File: config.mk
export PLATFORM = sky130hd
export DESIGN_NAME = aposta_entrada
export DESIGN_NICKNAME = d
export VERILOG_FILES = /design/src/rtl/aposta_entrada.sv
export SDC_FILE = /design/constraint.sdc
export NUM_CORES = 1
export LEC_CHECK = 0
export BUFFER_PORTS_ARGS = -buffer_cell sky130_fd_sc_hd__buf_2
export CAP_MARGIN = 5
export CORE_MARGIN = 2
export CORE_UTILIZATION = 58
export CTS_CLUSTER_SIZE = 12
export DETAILED_ROUTE_END_ITERATION = 12
export PLACE_DENSITY = 0.78
export SLEW_MARGIN = 20
export SYNTH_ARGS = -nofsm -noshare
export SYNTH_HDL_FRONTEND = slang
export SYNTH_SLANG_ARGS = --single-unit
File: constraint.sdc
create_clock -name clock -period 2.1 [get_ports clock]
set_clock_uncertainty 0.1 [all_clocks]
set_input_delay 0.42 -clock clock [delete_from_list [all_inputs] [get_ports clock]]
set_output_delay 0.42 -clock clock [all_outputs]
set_load 0.02 [all_outputs]
File: src/rtl/aposta_entrada.sv
// Bet entry controller: debounced keypad digits into a 5-slot buffer, then emitted to the checker.
// Optional macro APOSTA_DUP_CHECK_EN rejects a digit that is already stored.
module aposta_entrada #(
    parameter int DEBOUNCE_CYCLES = 4,
    parameter int NUM_MAX         = 9
) (
    input  logic       clock,
    input  logic       reset,
    input  logic [3:0] tecla,
    input  logic       tecla_valida,
    input  logic       apaga,
    input  logic       confirma,
    input  logic       novo_req,
    output logic [3:0] numero,
    output logic       insere,
    output logic       fim,
    output logic       novo_jogo,
    output logic       erro,
    output logic [2:0] qtd,
    output logic       busy
);

    localparam logic [3:0] DB_TC     = 4'(DEBOUNCE_CYCLES - 1);
    localparam logic [3:0] DB_SAT    = 4'(DEBOUNCE_CYCLES);
    localparam logic [3:0] NUM_MAX_L = 4'(NUM_MAX);
    localparam logic [2:0] BET_LEN   = 3'd5;

    // ENTRADA: collecting digits | EMITE: streaming buffer | FIM: end pulse | ESPERA: wait new game
    typedef enum logic [1:0] {ENTRADA, EMITE, FIM, ESPERA} state_t;

    state_t     state_q;
    logic       vld_s1_q, vld_s2_q;
    logic [3:0] tec_s1_q, tec_s2_q;
    logic [3:0] db_cnt_q, db_cnt_d;
    logic       key_acc;
    logic       dup;
    logic [3:0] dig_q [5];
    logic [2:0] qtd_q, idx_q;
    logic [3:0] numero_q;
    logic       insere_q, fim_q, novo_q, erro_q, busy_q;

    always_ff @(posedge clock or negedge reset) begin
        if (!reset) begin
            vld_s1_q <= 1'b0;
            vld_s2_q <= 1'b0;
            tec_s1_q <= 4'd0;
            tec_s2_q <= 4'd0;
            db_cnt_q <= 4'd0;
        end else begin
            vld_s1_q <= tecla_valida;
            vld_s2_q <= vld_s1_q;
            tec_s1_q <= tecla;
            tec_s2_q <= tec_s1_q;
            db_cnt_q <= db_cnt_d;
        end
    end

    // Counter saturates one past the terminal count so a held key is accepted only once.
    always_comb begin
        db_cnt_d = db_cnt_q;
        if (!vld_s2_q)
            db_cnt_d = 4'd0;
        else if (db_cnt_q != DB_SAT)
            db_cnt_d = db_cnt_q + 4'd1;
    end

    assign key_acc = vld_s2_q && (db_cnt_q == DB_TC);

`ifdef APOSTA_DUP_CHECK_EN
    always_comb begin
        dup = 1'b0;
        for (int i = 0; i < 5; i++) begin
            if ((3'(i) < qtd_q) && (dig_q[i] == tec_s2_q))
                dup = 1'b1;
        end
    end
`else
    assign dup = 1'b0;
`endif

    always_ff @(posedge clock or negedge reset) begin
        if (!reset) begin
            state_q  <= ENTRADA;
            qtd_q    <= 3'd0;
            idx_q    <= 3'd0;
            numero_q <= 4'd0;
            insere_q <= 1'b0;
            fim_q    <= 1'b0;
            novo_q   <= 1'b0;
            erro_q   <= 1'b0;
            busy_q   <= 1'b0;
            for (int i = 0; i < 5; i++)
                dig_q[i] <= 4'd0;
        end else begin
            erro_q <= 1'b0;
            fim_q  <= 1'b0;
            novo_q <= 1'b0;
            case (state_q)
                ENTRADA: begin
                    if (apaga) begin
                        if (qtd_q != 3'd0)
                            qtd_q <= qtd_q - 3'd1;
                    end else if (confirma) begin
                        if (qtd_q == BET_LEN) begin
                            state_q  <= EMITE;
                            busy_q   <= 1'b1;
                            insere_q <= 1'b1;
                            numero_q <= dig_q[0];
                            idx_q    <= 3'd1;
                        end else begin
                            erro_q <= 1'b1;
                        end
                    end else if (key_acc) begin
                        if ((tec_s2_q > NUM_MAX_L) || (qtd_q == BET_LEN) || dup) begin
                            erro_q <= 1'b1;
                        end else begin
                            dig_q[qtd_q] <= tec_s2_q;
                            qtd_q        <= qtd_q + 3'd1;
                        end
                    end
                end
                EMITE: begin
                    if (idx_q == BET_LEN) begin
                        state_q  <= FIM;
                        insere_q <= 1'b0;
                        numero_q <= 4'd0;
                        fim_q    <= 1'b1;
                    end else begin
                        numero_q <= dig_q[idx_q];
                        idx_q    <= idx_q + 3'd1;
                    end
                end
                FIM: begin
                    state_q <= ESPERA;
                end
                ESPERA: begin
                    if (novo_req) begin
                        state_q <= ENTRADA;
                        novo_q  <= 1'b1;
                        qtd_q   <= 3'd0;
                        busy_q  <= 1'b0;
                    end
                end
                default: begin
                    state_q <= ENTRADA;
                end
            endcase
        end
    end

    assign numero    = numero_q;
    assign insere    = insere_q;
    assign fim       = fim_q;
    assign novo_jogo = novo_q;
    assign erro      = erro_q;
    assign qtd       = qtd_q;
    assign busy      = busy_q;

endmodule

Word level (Yosys, flattened, before mapping)
Cells that the tools add are included.
- memories kept: 0
- output and inout port bits: 12
- flip-flop bits (word level): 51
- latch bits: 0
- logic and storage cells: 112
- ROM bits: 0
- input bits: 10
- bits in writable memories: 0
- shift operators: 0
- reduce and logical (&&, ||, !) cells: 14
- multiply operators: 0
- bitwise gates (word level): 5
- mux-type cells: 48
- order comparisons: 4
- eq/ne operators: 18
- add/sub/neg operators: 4
- div/mod/pow operators: 0
- operators by type and width (operator ; number):
    4-bit two-way mux ; 9
    3-bit two-way mux ; 10
    5-bit AND reduction ; 5
    20-bit bitwise mux ; 1
    1-bit two-way mux ; 15
    4-bit binary-select mux with 3-bit select ; 1
    4-bit demux with 3-bit select ; 1
    2-bit inequality test, second input constant ; 6
    3-bit inequality test, second input constant ; 4
    3-bit case mux with 2 select lines ; 2
    2-bit two-way mux ; 5
    4-bit >= comparator, second input constant ; 2
    3-bit inverter with 4-bit output ; 2
    2-bit case mux with 4 select lines ; 1
    4-bit case mux with 2 select lines ; 1
    3-bit by 1-bit adder with 3-bit output, second input constant ; 2
    3-bit == test, second input constant ; 2
    6-bit AND reduction ; 1
    4-bit by 1-bit adder with 4-bit output, second input constant ; 1
    2-bit == test, second input constant ; 2
    4-bit by 2-bit == test with 1-bit output, second input constant ; 1
    4-bit > comparator, second input constant ; 1
    4-bit by 1-bit less-than comparator with 1-bit output, second input constant ; 1
    4-bit by 3-bit inequality test with 1-bit output, second input constant ; 1
    11 further kinds ; 16

Longest topological paths before layout
- depth after elaboration: 7
- gate-level depth with buffers: 8
- depth with buffers taken out: 6

Least setup slack after synthesis
No wires, ideal clock.
- kind: reg-to-reg
- from: reg qtd_q[1], in the netlist qtd[1]
- to: reg state_q[1]
- data arrival time: 1698 ps
- clock period less this slack: 1923 ps
- path slack: 177 ps
- buffers on the path: 0
- stages on the path, launching flop included: 5
- required time: 1875 ps
- setup time: 125 ps
- cell sequence: dfrtp_1 nand3b_1 or3b_1 a21oi_1 mux2_2
- cells in the longest elaborated chain, start to end: 3
- RTL lines (item ; RTL line ; source):
    start, declared ; 38 ; logic [2:0] qtd_q, idx_q;
    start signal, assigned ; 102 ; qtd_q <= qtd_q - 3'd1;
    start signal, assigned ; 118 ; qtd_q <= qtd_q + 3'd1;
    3-bit == test ; 104 ; if (qtd_q == BET_LEN) begin
    2-bit inequality test (no line) ; - ;
    5-bit AND reduction (no line) ; - ;
    end signal, assigned ; 105 ; state_q <= EMITE;
    end signal, assigned ; 124 ; state_q <= FIM;
    end signal, assigned ; 134 ; state_q <= ESPERA;
    end, declared ; 31 ; state_t state_q;
No other way between the ends.
A chain may end at the register's enable or synchronous reset.

Worst setup path in the final report
- from: reg db_cnt_q[1]
- to: reg dig_q[1] (netlist bit)
- cells in the longest elaborated chain, start to end: 3
- RTL lines (item ; RTL line ; source):
    start, declared ; 34 ; logic [3:0] db_cnt_q, db_cnt_d;
    start signal, assigned ; 54 ; db_cnt_q <= db_cnt_d;
    4-bit by 2-bit == test with 1-bit output ; 67 ; assign key_acc = vld_s2_q && (db_cnt_q == DB_TC);
    1-bit logical AND ; 67 ;
    5-bit AND reduction (no line) ; - ;
    end signal, assigned by index ; 117 ; dig_q[qtd_q] <= tec_s2_q;
    end, declared ; 37 ; logic [3:0] dig_q [5];
No other way between the ends.

==> run metrics <==
status=finished, final reports clean; Slew Limit Headroom=64.54%; CP arrival=2.06 ns; Synth Net Count=approximately 210; endpoints failing setup=0; routed wire length=between 4000 and 5000 microns; worst path required time=between 2 and 2.5 ns; maxcap violations=0; detailed-route wire length per cell=16.86 microns; Avg Cell Area, Syn=12.37 sq um; antenna violations before repair=0; Post-Place Setup Slack=around 0.11 ns; Core Area=around 4000 sq um; Max Clock Freq=just over 500 MHz; min Tclk post-route=roughly 2.0 ns; Main synth FF type=dfrtp_1; Via density=roughly 5.9; CP Class=flop to flop; Antenna Violating Nets Remaining=0; Root Buffer Master=clkbuf_8; FILL cells=approximately 300; worst reg2reg path endpoint=dig_q[1]; Clock Path Buffers=2; largest net degree at the start of global routing=30; Initial Util=59.28%; PD cells=roughly 1100 nW/um^2; Syn-to-layout area delta=14.99%; Slew @ Worst Pin=between 0.5 and 0.6 ns; gr usage total=between 20% and 30%; Synth Register Bits=51; Row Count=23; ANT cells=0; DP Wirelength=~3300 microns; startpoint types=flop; Max IR drop VDD=532.2 uV; multi-input logic area=993.5 sq um; final RePlAce weighted congestion=about 0.87; cells along the critical path=ha_1 -> nor2b_1 -> and4_4 -> and4bb_4 -> mux2_2; flop-to-flop setup slack=0.14 ns; CTS Buf Count=5; CTS tree=done; RR Startpoint=db_cnt_q[1]; Final TNS setup=0 ns; # DRC=0; Hold Crit Endpoint=tec_s1_q[3]; EDFF count, synth=0; # nets final=241; DIE WIDTH=67.48 microns; first-pass GRT wire length=between 7000 and 8000 microns; share of cells above drive strength 1=approximately 30%; Iter 0 DRT Violations=74; fin. max-slew vios=0; num ports=22; Async SR Flop Fraction=100.0%; Pre-antenna DRT Iters=4; RSZ-0062 raised after global routing=no; min-delay src=tecla[3]; die height=67.48 microns; sequential fraction of the synthesis area=between 50 and 60%; Mapped Cells=roughly 190; CTS sink count=a little over 50; top cell type's share of synthesized area=between 50% and 60%; Yosys warning count=0; H-tree depth=2; Netlist cell types=41; Register Area=1276 sq um; CP max FO=8; vias=between 1,500 and 2,000; Synth Cell Area=2337 sq um; Leak Pwr=~1.3 nW; area leader, netlist=dfrtp_1; Register-to-Register Path Depth=5; Final Cycle Share=about 93%; worst hold path type=input pin to flop; Slowest cell on crit path=dfrtp_1; vias in the first global route=1,607; Hold Path Cell Cnt=1; critical path endpoint category=flop; Clock Pin Slew Worst Setup and Hold Paths=~0.090 ns; setup ws final=about 0.14 ns; Post-CTS Setup Bufs=0; Final Util=68.17%; most area-consuming cells after synthesis=dfrtp_1, mux2_2, ha_1; Congestion Overflow GR=0; die area=between 4000 and 5000 sq um; Crit path largest cell delay=0.39 ns; # port buffers=21; Clk Latency, worst-skew pair=just over 0.3 ns; Final Hold Viols=0
## through the flow
step | cells | total power, W | instance area, sq um | hold WS (ns)
global placement | 264 | 0.002340 | 2567 | 0.2350
floorplan | 189 | 0.002018 | 2337 | 0.02441
finish | 272 | 0.003068 | 2688 | 0.1148
global route | 272 | 0.003262 | 2688 | 0.09292
CTS | 272 | 0.003075 | 2684 | 0.1052
detailed placement | 264 | 0.002398 | 2567 | 0.2363
## flip-flops by register name, indices dropped and copies added, names as in the netlist
register,cells
busy,1
db_cnt_q,4
dig_q,20
erro,1
fim,1
idx_q,3
insere,1
novo_jogo,1
numero,4
qtd,3
state_q,2
tec_s1_q,4
tec_s2_q,4
vld_s1_q,1
vld_s2_q,1
## worst max-delay path by stage
stage / startpoint / end / slack (ns) / depth (start not counted)
finish: db_cnt_q[1] / dig_q[1] / 0.14 / 5
global route: db_cnt_q[1] / dig_q[1] / 0.04 / 5
CTS: db_cnt_q[1] / dig_q[1] / 0.09 / 5
detailed placement: db_cnt_q[1] / dig_q[1] / 0.11 / 5
global placement: confirma / dig_q[0] / 0.16 / 5
floorplan: qtd[1] / state_q[1] / 0.18 / 4
## cells by family (layout without fill, tap and decap cells)
kind of cell    count (synthesis)  in the layout  synth area share [%]
flops                          51             51                 54.60
simple gates                   42             42                 11.14
compound gates                 41             41                 12.15
mux                            28             28                 13.17
buf+inv                        16             49                 3.051
fa+ha+maj                       9              9                 5.139
xor+xnor                        2              2                0.7496
## per-layer routing
metal / GRT usage [%] / wire length (microns)
met1: 29.27 / 1908
met2: 39.09 / 2342
met3: 6.833 / 231
met4: 9.184 / 102
met5: 0 / 0
## synth_stat cells (2+ instances only)
cell type  instances
nor2_1             8
inv_1             11
nor2b_1            3
xnor2_1            2
mux2i_1            6
dfrtp_1           51
ha_1               8
o21ai_0            5
o221ai_1           2
nand2_1            7
a31oi_1            2
nand3_1            3
nand3b_1           3
a22o_1             4
nand4b_1           2
buf_2              3
nand4_1            3
a21oi_1           12
mux2_2            22
a211oi_1           4
nand2b_1           5
a221oi_1           4
## cells in the final DEF (no fill, tap or decap), types with 2 or more instances in the layout
cell type  instances
dfrtp_1           51
mux2_2            22
buf_2             21
a21oi_1           12
inv_1             11
nor2_1             8
nand2_1            7
ha_1               7
buf_4              7
mux2i_1            6
nand2b_1           5
o21ai_0            5
clkbuf_8           5
a211oi_1           4
a221oi_1           4
a22o_1             4
nand3b_1           3
nor2b_1            3
nand3_1            3
nand4_1            3
nand4b_1           2
a31oi_1            2
o221ai_1           2
xnor2_1            2
buf_12             2
## report_power, final
group	internal, W	total [W]	leakage [nW]	switching, W
clock	0.000348	0.000668	0.0502	0.000319
combinational	0.000483	0.00114	0.608	0.000655
sequential	0.00114	0.00126	0.657	0.000119
## layout make-up
type | instances | area share, %
sequential | 51 | 47.49
multi-input combinational | 122 | 36.96
tap | 50 | 2.328
inverter | 11 | 1.536
clock inverter | 2 | 1.397
timing repair buffer | 31 | 7.728
clock buffer | 5 | 2.561
## critical path: cells and delay by family (launching register included)
kind                     cells  cell delay, ns
flip-flops                   1            0.39
AND/OR/NAND/NOR              3            0.82
multiplexers                 1            0.34
adder cells (fa/ha/maj)      1            0.19
## what timing repair did
| action | in CTS | in global routing |
|---|---|---|
| hold buffers | 1 | 0 |
| setup endpoints to repair | 0 | 2 |
| gates resized for setup | 0 | 2 |
| endpoints found under the hold margin | 5 | 0 |
No activity file was read; power rests on OpenSTA's default activity.
